### src/rtl/ifetch_pkg.sv
// Shared constants, fetch-buffer entry type and address alignment helper for the
// instruction-fetch stage.
package ifetch_pkg;

    localparam int DEF_ADDR_W      = 14;
    localparam int DEF_INSTR_W     = 32;
    localparam int IFETCH_PC_STEP  = 4;
    localparam int IFETCH_RESET_PC = 0;

    // Instructions are word aligned, so redirect targets drop their two low bits.
    localparam logic [31:0] ALIGN_MASK = 32'hFFFF_FFFC;

    typedef struct packed {
        logic [DEF_ADDR_W-1:0]  addr;
        logic [DEF_INSTR_W-1:0] instr;
    } fetch_entry_t;

    function automatic logic [31:0] align_addr(input logic [31:0] addr);
        return addr & ALIGN_MASK;
    endfunction

endpackage

### src/rtl/ifetch_if.sv
// Fetch-stage bus: redirect input, instruction-ROM port and the decode handshake.
interface ifetch_if
    import ifetch_pkg::*;
#(
    parameter int ADDR_W  = DEF_ADDR_W,
    parameter int INSTR_W = DEF_INSTR_W
);
    logic               redirect_i;
    logic [ADDR_W-1:0]  redirect_addr_i;
    logic [ADDR_W-1:0]  imem_addr_o;
    logic [INSTR_W-1:0] imem_rdata_i;
    logic               instr_valid_o;
    logic               instr_ready_i;
    logic [INSTR_W-1:0] instr_o;
    logic [ADDR_W-1:0]  addr_o;

    modport master (
        input  redirect_i, redirect_addr_i, imem_rdata_i, instr_ready_i,
        output imem_addr_o, instr_valid_o, instr_o, addr_o
    );

    modport slave (
        output redirect_i, redirect_addr_i, imem_rdata_i, instr_ready_i,
        input  imem_addr_o, instr_valid_o, instr_o, addr_o
    );
endinterface

### src/rtl/ifetch_fifo.sv
// Synchronous fetch buffer of {addr, instr} entries; flush wins over push.
module ifetch_fifo
    import ifetch_pkg::*;
#(
    parameter int  DEPTH   = 2,
    parameter type entry_t = fetch_entry_t
) (
    input  logic                   clk,
    input  logic                   rst,
    input  logic                   push,
    input  logic                   pop,
    input  logic                   flush,
    input  entry_t                 wdata,
    output logic [$clog2(DEPTH):0] count,
    output entry_t                 head
);
    localparam int PTR_W = $clog2(DEPTH);

    entry_t             mem_r [DEPTH];
    logic [PTR_W-1:0]   wr_ptr_r;
    logic [PTR_W-1:0]   rd_ptr_r;

    assign head = mem_r[rd_ptr_r];

    // Storage, pointers and occupancy; storage is cleared on reset so head reads zero.
    always_ff @(posedge clk) begin
        if (rst) begin
            wr_ptr_r <= '0;
            rd_ptr_r <= '0;
            count    <= '0;
            for (int i = 0; i < DEPTH; i++) begin
                mem_r[i] <= '0;
            end
        end else if (flush) begin
            wr_ptr_r <= '0;
            rd_ptr_r <= '0;
            count    <= '0;
        end else begin
            if (push) begin
                mem_r[wr_ptr_r] <= wdata;
                wr_ptr_r        <= wr_ptr_r + 1'b1;
            end
            if (pop) begin
                rd_ptr_r <= rd_ptr_r + 1'b1;
            end
            case ({push, pop})
                2'b10:   count <= count + 1'b1;
                2'b01:   count <= count - 1'b1;
                default: count <= count;
            endcase
        end
    end

endmodule

### src/rtl/ifetch_unit.sv
// Instruction-fetch stage: PC, one ROM read per cycle, credit-limited fetch buffer,
// redirect flush. Define IFETCH_BYPASS_EN to forward a return straight to decode.
module ifetch_unit
    import ifetch_pkg::*;
#(
    parameter int ADDR_W     = DEF_ADDR_W,
    parameter int INSTR_W    = DEF_INSTR_W,
    parameter int PC_STEP    = IFETCH_PC_STEP,
    parameter int RESET_PC   = IFETCH_RESET_PC,
    parameter int FIFO_DEPTH = 2
) (
    input  logic      clk_i,
    input  logic      rst_n,
    ifetch_if.master  bus
);
    localparam int CNT_W = $clog2(FIFO_DEPTH) + 1;

    typedef struct packed {
        logic [ADDR_W-1:0]  addr;
        logic [INSTR_W-1:0] instr;
    } entry_t;

    logic [ADDR_W-1:0] pc_r;
    logic [ADDR_W-1:0] inflight_addr_r;
    logic              inflight_r;
    logic [CNT_W-1:0]  count_s;
    logic [CNT_W:0]    occupancy_s;
    logic [ADDR_W-1:0] target_s;
    entry_t            head_s;
    entry_t            wdata_s;
    logic              bypass_s;
    logic              valid_s;
    logic              pop_s;
    logic              fifo_pop_s;
    logic              push_s;
    logic              issue_s;

    assign target_s = ADDR_W'(align_addr(32'(bus.redirect_addr_i)));

    // Handshake, kill and credit decisions for the current cycle.
    always_comb begin
        wdata_s = '{addr: inflight_addr_r, instr: bus.imem_rdata_i};
`ifdef IFETCH_BYPASS_EN
        bypass_s = (count_s == '0) && inflight_r;
`else
        bypass_s = 1'b0;
`endif
        valid_s    = (count_s != '0) || bypass_s;
        pop_s      = valid_s && bus.instr_ready_i;
        fifo_pop_s = pop_s && !bypass_s;
        // A redirect kills the returning read; a bypassed return that is taken skips the buffer.
        push_s     = inflight_r && !bus.redirect_i && !(bypass_s && pop_s);
        occupancy_s = {1'b0, count_s} + (CNT_W + 1)'(inflight_r) - (CNT_W + 1)'(pop_s);
        issue_s    = !bus.redirect_i && (occupancy_s < (CNT_W + 1)'(FIFO_DEPTH));
    end

    // PC and in-flight read tracking.
    always_ff @(posedge clk_i) begin
        if (rst_n) begin
            pc_r            <= ADDR_W'(RESET_PC);
            inflight_r      <= 1'b0;
            inflight_addr_r <= '0;
        end else if (bus.redirect_i) begin
            pc_r       <= target_s;
            inflight_r <= 1'b0;
        end else begin
            inflight_r <= issue_s;
            if (issue_s) begin
                inflight_addr_r <= pc_r;
                pc_r            <= pc_r + ADDR_W'(PC_STEP);
            end else begin
                pc_r <= pc_r;
            end
        end
    end

    ifetch_fifo #(
        .DEPTH   (FIFO_DEPTH),
        .entry_t (entry_t)
    ) u_fifo (
        .clk   (clk_i),
        .rst   (rst_n),
        .push  (push_s),
        .pop   (fifo_pop_s),
        .flush (bus.redirect_i),
        .wdata (wdata_s),
        .count (count_s),
        .head  (head_s)
    );

    assign bus.imem_addr_o   = pc_r;
    assign bus.instr_valid_o = valid_s;
    assign bus.instr_o       = bypass_s ? bus.imem_rdata_i : head_s.instr;
    assign bus.addr_o        = bypass_s ? inflight_addr_r  : head_s.addr;

endmodule

### src/flat_wrapper.sv
// flat-port wrapper written by rule: the top's interface ports become plain ports
module ifetch_unit_flat import ifetch_pkg::*;
#(
    parameter int ADDR_W     = DEF_ADDR_W,
    parameter int INSTR_W    = DEF_INSTR_W,
    parameter int PC_STEP    = IFETCH_PC_STEP,
    parameter int RESET_PC   = IFETCH_RESET_PC,
    parameter int FIFO_DEPTH = 2
)
  (clk_i, rst_n, bus_redirect_i, bus_redirect_addr_i, bus_imem_rdata_i, bus_instr_ready_i, bus_imem_addr_o, bus_instr_valid_o, bus_instr_o, bus_addr_o);
  ifetch_if #(.ADDR_W(ADDR_W), .INSTR_W(INSTR_W)) bus_i ();
  input  logic clk_i;
  input  logic rst_n;
  input wire logic [$bits(bus_i.redirect_i)-1:0] bus_redirect_i;
  input wire logic [$bits(bus_i.redirect_addr_i)-1:0] bus_redirect_addr_i;
  input wire logic [$bits(bus_i.imem_rdata_i)-1:0] bus_imem_rdata_i;
  input wire logic [$bits(bus_i.instr_ready_i)-1:0] bus_instr_ready_i;
  output wire logic [$bits(bus_i.imem_addr_o)-1:0] bus_imem_addr_o;
  output wire logic [$bits(bus_i.instr_valid_o)-1:0] bus_instr_valid_o;
  output wire logic [$bits(bus_i.instr_o)-1:0] bus_instr_o;
  output wire logic [$bits(bus_i.addr_o)-1:0] bus_addr_o;
  assign bus_i.redirect_i = bus_redirect_i;
  assign bus_i.redirect_addr_i = bus_redirect_addr_i;
  assign bus_i.imem_rdata_i = bus_imem_rdata_i;
  assign bus_i.instr_ready_i = bus_instr_ready_i;
  assign bus_imem_addr_o = bus_i.imem_addr_o;
  assign bus_instr_valid_o = bus_i.instr_valid_o;
  assign bus_instr_o = bus_i.instr_o;
  assign bus_addr_o = bus_i.addr_o;
  ifetch_unit #(.ADDR_W(ADDR_W), .INSTR_W(INSTR_W), .PC_STEP(PC_STEP), .RESET_PC(RESET_PC), .FIFO_DEPTH(FIFO_DEPTH)) u_core (.clk_i(clk_i), .rst_n(rst_n), .bus(bus_i));
endmodule
### config.mk
export PLATFORM = sky130hd
export DESIGN_NAME = ifetch_unit_flat
export DESIGN_NICKNAME = d
export VERILOG_FILES = /design/src/rtl/ifetch_pkg.sv /design/src/rtl/ifetch_if.sv /design/src/rtl/ifetch_fifo.sv /design/src/rtl/ifetch_unit.sv /design/src/flat_wrapper.sv
export SDC_FILE = /design/constraint.sdc
export NUM_CORES = 1
export LEC_CHECK = 0
export ABC_AREA = 1
export CAP_MARGIN = 30
export CELL_PAD_IN_SITES_DETAIL_PLACEMENT = 0
export CELL_PAD_IN_SITES_GLOBAL_PLACEMENT = 1
export CORE_ASPECT_RATIO = 1.25
export CORE_MARGIN = 2
export CORE_UTILIZATION = 36
export DETAILED_ROUTE_END_ITERATION = 16
export PLACE_DENSITY = 0.81
export SETUP_SLACK_MARGIN = 0.05
export SLEW_MARGIN = 5
export SYNTH_ARGS = -nofsm -noshare
export SYNTH_HDL_FRONTEND = slang
export SYNTH_SLANG_ARGS = --single-unit
### constraint.sdc
create_clock -name clk_i -period 2.35 [get_ports clk_i]
set_input_delay 0.235 -clock clk_i [delete_from_list [all_inputs] [get_ports clk_i]]
set_output_delay 0.235 -clock clk_i [all_outputs]
set_load 0.02 [all_outputs]
* After elaboration in Yosys (flattened, before gate mapping)
Memory sizes are Yosys's and may differ from the RTL's. A register that Yosys moved wholly into a read port is not among the register bits.
Cells that the tools add are included.
** Word-level totals
- Bits in writable memories :: 92
- Memories kept :: 1
- Output and inout bits :: 61
- Bits of input ports :: 50
- Register bits :: 33
** Operators by class
- Eq/ne operators :: 2
- Reductions and logical operators :: 10
- $add $sub $neg :: 7
- Bitwise gates (word level) :: 1
- Multiplexer cells :: 14
- $lt $le $gt $ge :: 1
** Memories
- u_core.u_fifo.mem_r :: depth 2, width 46, read ports 1, clocked after memory_dff 1, write ports 2, RTL line ifetch_fifo.sv:19 : entry_t mem_r [DEPTH];
** Operators with widths (count)
- two-way mux 46 bit :: 1
- OR reduction 46 bit :: 1
- two-way mux 14 bit :: 2
- adder 14 x 3 -> 14 bit (second input constant) :: 1
- two-way mux 1 bit :: 10
- nonzero test 2 bit :: 3
- case mux 2 bit (2 select lines) :: 1
- adder 2 x 1 -> 3 bit :: 1
- logical AND 1 bit :: 3
- less-than comparator 3 x 2 -> 1 bit (second input constant) :: 1
- subtractor 3 x 1 -> 3 bit :: 1
- adder 1 bit (second input constant) :: 2
- adder 2 x 1 -> 2 bit (second input constant) :: 1
- equality test 2 x 1 -> 1 bit (second input constant) :: 1
- equality test 2 bit (second input constant) :: 1
- AND reduction 2 bit :: 1
- OR reduction 2 bit :: 1
- subtractor 2 x 1 -> 2 bit (second input constant) :: 1
- logical NOT 1 bit :: 1
- inverter 1 bit :: 1

* Logic depth before layout (Yosys ltp)
- Depth in word-level cells :: 8
- Mapped depth :: 16

* By module
A second synthesis with hierarchy kept.
** Unflattened totals
- Cells, all modules :: 538
- Area, all modules :: 5720.5 um2
** Modules (own cells, without submodules)
- ifetch_fifo :: area an instance 4302.9 um2, cells each 324, instances 1
- ifetch_unit :: area an instance 1417.6 um2, cells each 214, instances 1

* Least setup slack after synthesis
No wires, ideal clock.
- Kind :: reg-to-reg
- From :: register u_core.u_fifo.count[1]
- To :: register u_core.pc_r[5], in the netlist u_core.bus.imem_addr_o[5]
- Cell stages (with the launch flop) :: 15
- Data required time :: 2.239 ns
- Path buffers :: 0
- Data arrival time :: 2.392 ns
- Setup slack :: -0.153 ns
- Setup time :: 0.111 ns
- Cells stage by stage :: dfxtp_1 > inv_2 > nand2_1 > nand2_1 > inv_1 > ha_1 > or2_2 > fa_1 > nand3_4 > nand2_1 > inv_2 > nand2_1 > nand2_1 > nor2_1 > nor2_1
** Between the ends
- Longest elaborated chain between the ends :: 6
** RTL lines
- start: declaration :: RTL line ifetch_fifo.sv:14 : output logic [$clog2(DEPTH):0] count,
- start signal: assignment :: RTL line ifetch_fifo.sv:47 : 2'b10: count <= count + 1'b1;
- start signal: assignment :: RTL line ifetch_fifo.sv:48 : 2'b01: count <= count - 1'b1;
- start signal: assignment :: RTL line ifetch_fifo.sv:49 : default: count <= count;
- nonzero test 2 bit :: RTL line ifetch_unit.sv:48 : valid_s = (count_s != '0) || bypass_s;
- named net bus_instr_valid_o :: RTL line flat_wrapper.sv:19 : output wire logic [$bits(bus_i.instr_valid_o)-1:0] bus_instr_valid_o;
- logical AND 1 bit :: RTL line ifetch_unit.sv:49 : pop_s = valid_s && bus.instr_ready_i;
- named net u_core.fifo_pop_s :: RTL line ifetch_unit.sv:34 : logic fifo_pop_s;
- subtractor 3 x 1 -> 3 bit :: RTL line ifetch_unit.sv:53 : occupancy_s = {1'b0, count_s} + (CNT_W + 1)'(inflight_r) - (CNT_W + 1)'(pop_s);
- less-than comparator 3 x 2 -> 1 bit :: RTL line ifetch_unit.sv:54 : issue_s = !bus.redirect_i && (occupancy_s < (CNT_W + 1)'(FIFO_DEPTH));
- logical AND 1 bit :: RTL line ifetch_unit.sv:54
- nonzero test 2 bit (no line)
- end signal: assignment :: RTL line ifetch_unit.sv:60 : pc_r <= ADDR_W'(RESET_PC);
- end signal: assignment :: RTL line ifetch_unit.sv:64 : pc_r <= target_s;
- end signal: assignment :: RTL line ifetch_unit.sv:70 : pc_r <= pc_r + ADDR_W'(PC_STEP);
- end: declaration :: RTL line ifetch_unit.sv:23 : logic [ADDR_W-1:0] pc_r;
The timed path passes the listed nets, and every way through them passes these cells.
A chain may end at the register's enable or synchronous reset.

* Worst setup path in the final report
- From :: register u_core.u_fifo.count[0]
- To :: register u_core.pc_r[13], in the netlist u_core.bus.imem_addr_o[13]
** Between the ends
- Longest elaborated chain between the ends :: 6
** RTL lines (RTL line)
- nonzero test 2 bit :: ifetch_unit.sv:48
- logical AND 1 bit :: ifetch_unit.sv:49
- named net u_core.fifo_pop_s :: ifetch_unit.sv:34
- subtractor 3 x 1 -> 3 bit :: ifetch_unit.sv:53
- less-than comparator 3 x 2 -> 1 bit :: ifetch_unit.sv:54
- logical AND 1 bit :: ifetch_unit.sv:54
- nonzero test 2 bit (no line)
The timed path passes the listed nets, and every way through them passes these cells.

==> impl_metrics.yaml <==
status:
  status: "completed"
place:
  dp_slack_ps: -296
  gp_congestion: 0.854
  io_buffers: 104
  dp_hpwl_um: 7380
  dpl_cell_area_um2: 6600
setup_path:
  cp.required_ps: 2700
  worstPathCellList: "inv_2 -> nand2_4 -> nand2_2 -> inv_2 -> ha_4 -> or2_4 -> fa_1 -> nand3_4 -> nor2_4 -> buf_6 -> nand3_4 -> nand3_2 -> nand2_1 -> inv_1"
  path_depth: 14
  startpoint: "u_core.u_fifo.count[0]"
  cp_num_buf_inv: 4
  r2r_slack_ps: 4
  path_class: "reg2reg"
  path_delay_family: "simple AND/OR/NAND/NOR gates"
  cp_max_fo: 7
  end_kind: "flip-flop"
  cp_slowest_stage_delay_ps: 530
  reg2reg_to: "u_core.bus.imem_addr_o[13]"
  start_kind: "flip-flop"
  reg2reg_depth: 14
  critPathCapture: "u_core.bus.imem_addr_o[13]"
  arrival_ps: 2700
  r2r_start: "u_core.u_fifo.count[0]"
  slowest_stage: "fa_1"
global_routing:
  grt_max_degree: 45
  grt_first_pass_wirelength_um: 18700
  antenna_found_initial: 0
  gr-total-overflow: 0
  grt_use_total_pct: 15.0
  grt_pass1_vias: 3915
final_layout:
  area.growth.synth_to_final_pct: 41.2
  fillers: 1296
  finalInstanceArea_um2: 7410
  nets: 682
  final_layout_size_suffix_gt1_share_pct: 22.5
  diodes: 0
floorplan:
  die_area_um2: 15600
  core_um2: 14300
  die_w_um: 112
  die_h_um: 139
  start_util_pct: 36.6
  ioPinCount: 111
  rows: 49
detailed_routing:
  vias: 3827
  wire_per_inst_um: 13.8
  wl_um: 11300
  drc: 0
  dr.pass1.iters: 4
  drtIter0Drc: 123
  post_drt_via_cell_ratio: 4.67
  ant_nets: 0
sta:
  max_freq_ghz: 0.426
  finalCriticalPeriod_ps: 2350
  setup_slack_ps: 4.43
  setup_tns_ps: 0
  hold_viol: 0
  report.final.slew_viol_count: 0
  min_period_over_period_pct: 99.8
  clock_skew_ps: 8.84
  setup_viol: 0
  rsz0062_at_grt: "yes"
synth:
  synth_top_area_cell: "edfxtp_1"
  synth_area_leaders: "edfxtp_1, dfxtp_1, mux2_2"
  postSynthCellCount: 495
  synthArstFlopShare_pct: 0
  synth_edf_count: 88
  avgSynthCellArea_um2: 10.6
  netlist.area_leader.share_pct: 50.4
  ys_top_cells_by_count: "nor2_1, edfxtp_1, inv_1"
  synth_seq_cells: 118
  yosysMostFrequentCell: "nor2_1"
  yosys_warnings: 0
  syn_area_um2: 5250
  synth-main-ff-cell: "edfxtp_1"
  synth_cell_types: 28
  synth_seq_area_share_pct: 61.8
hold_path:
  min_path_type: "in2reg"
  worstHoldPathCells: 3
pwr:
  power_leakage_nw: 3.00
  ir_drop_mv: 0.302
  p_total_mw: 5.46
  power.density_nw_per_um2: 738
cts:
  cts_buffers: 17
  root_buffer: "clkbuf_16"
  cts_max_level: 4
  insertion_delay_ps: 410
  clk_pin_slew_ps: 50
  cts_tree: "yes"
  clock_sinks: 118
  clk_path_buf_depth: 2
job:
  cap_violations: 0
-- how the worst min path moves through the flow --
stage	startpoint	to	slack, ps
6_report	bus_redirect_addr_i[3]	u_core.bus.imem_addr_o[3]	430
5_1_grt	bus_redirect_addr_i[3]	u_core.bus.imem_addr_o[3]	430
4_1_cts	bus_redirect_addr_i[3]	u_core.bus.imem_addr_o[3]	410
3_5_place_dp	u_core.u_fifo.rd_ptr_r	flip-flop	440
3_3_place_gp	u_core.u_fifo.rd_ptr_r	flip-flop	430
2_1_floorplan	rst_n	u_core.bus.imem_addr_o[4]	300
-- stage by stage --
stage	hold WS [ps]	util (%)	std cells
after floorplan	304	-	498
after global placement	429	46.0	777
after detailed placement	441	46.0	777
after CTS	412	50.7	815
after global routing	431	51.6	819
final	428	51.6	819
-- report_power, final --
| group | total [mW] | internal [mW] | switching, mW | leakage [nW] |
|---|---|---|---|---|
| registers | 2.39 | 2.34 | 0.0431 | 1.16 |
| logic | 0.596 | 0.288 | 0.308 | 1.55 |
| clock network | 2.48 | 1.62 | 0.856 | 0.292 |
| total | 5.46 | 4.25 | 1.21 | 3.00 |
-- cells in the final DEF, fill, tap and decap left out, types with 4 or more instances in the layout --
master / n
inv_2: 5
buf_6: 6
nand3_2: 6
nor2_4: 5
clkbuf_16: 19
clkdlybuf4s50_1: 104
a21oi_1: 14
buf_4: 20
buf_12: 4
nand2_1: 51
clkinv_2: 4
conb_1: 4
nand3_1: 11
edfxtp_1: 88
a21oi_2: 6
o21ai_1: 6
dfxtp_1: 27
nor2_1: 97
o21ai_0: 16
mux2_2: 44
nand2_2: 5
inv_1: 66
-- flip-flops by register name, summed over array words and instances (netlist names), named ones only --
register / count
u_core.u_fifo.rd_ptr_r: 1
u_core.u_fifo.count: 2
u_core.u_fifo.wr_ptr_r: 1
u_core.bus.imem_addr_o: 12
u_core.inflight_r: 1
u_core.u_fifo.mem_r: 88
u_core.inflight_addr_r: 12
-- worst min-delay path, stage by stage --
cell	delay, ps
clkdlybuf4s50_1	410
nand2_1	70
a31oi_1	80
-- kinds of logic (layout without fill, tap and decap cells) --
group,Yosys count,after routing,synth area share [%]
simple gates,183,183,14.6
flops,118,118,61.8
buf+inv,95,238,7.87
compound gates,48,48,4.72
mux,44,44,9.45
fa+ha+maj,4,4,1.10
xor+xnor,2,2,0.334
other cells,1,4,0.0715
-- layout make-up --
| class | count | area, µm² | share of cell area [%] |
|---|---|---|---|
| multi-input cells | 285 | 1740 | 23.6 |
| clock inverters | 8 | 66.3 | 0.895 |
| well taps | 178 | 223 | 3.01 |
| repair buffers | 134 | 1340 | 18.1 |
| flip-flops and latches | 118 | 3250 | 43.8 |
| clock buffers | 24 | 514 | 6.94 |
| inverters | 72 | 273 | 3.68 |
-- what timing repair did --
action | CTS | global route
setup endpoints to repair | 15 | 24
pin swaps | 7 | 12
gates resized for setup | 15 | 25
hold buffers | 0 | 0
setup buffers | 6 | 4
endpoints found under the hold margin | 0 | 0
-- metal layers --
| layer | share of wire (%) | GRT usage, % | wire, µm |
|---|---|---|---|
| met1 | 40 | 17.3 | 4540 |
| met2 | 53 | 26.8 | 5940 |
| met3 | 5.8 | 4.37 | 655 |
| met4 | 1.2 | 4.81 | 138 |
| met5 | 0 | 0 | 0 |
(Power assumes the default switching activity.)
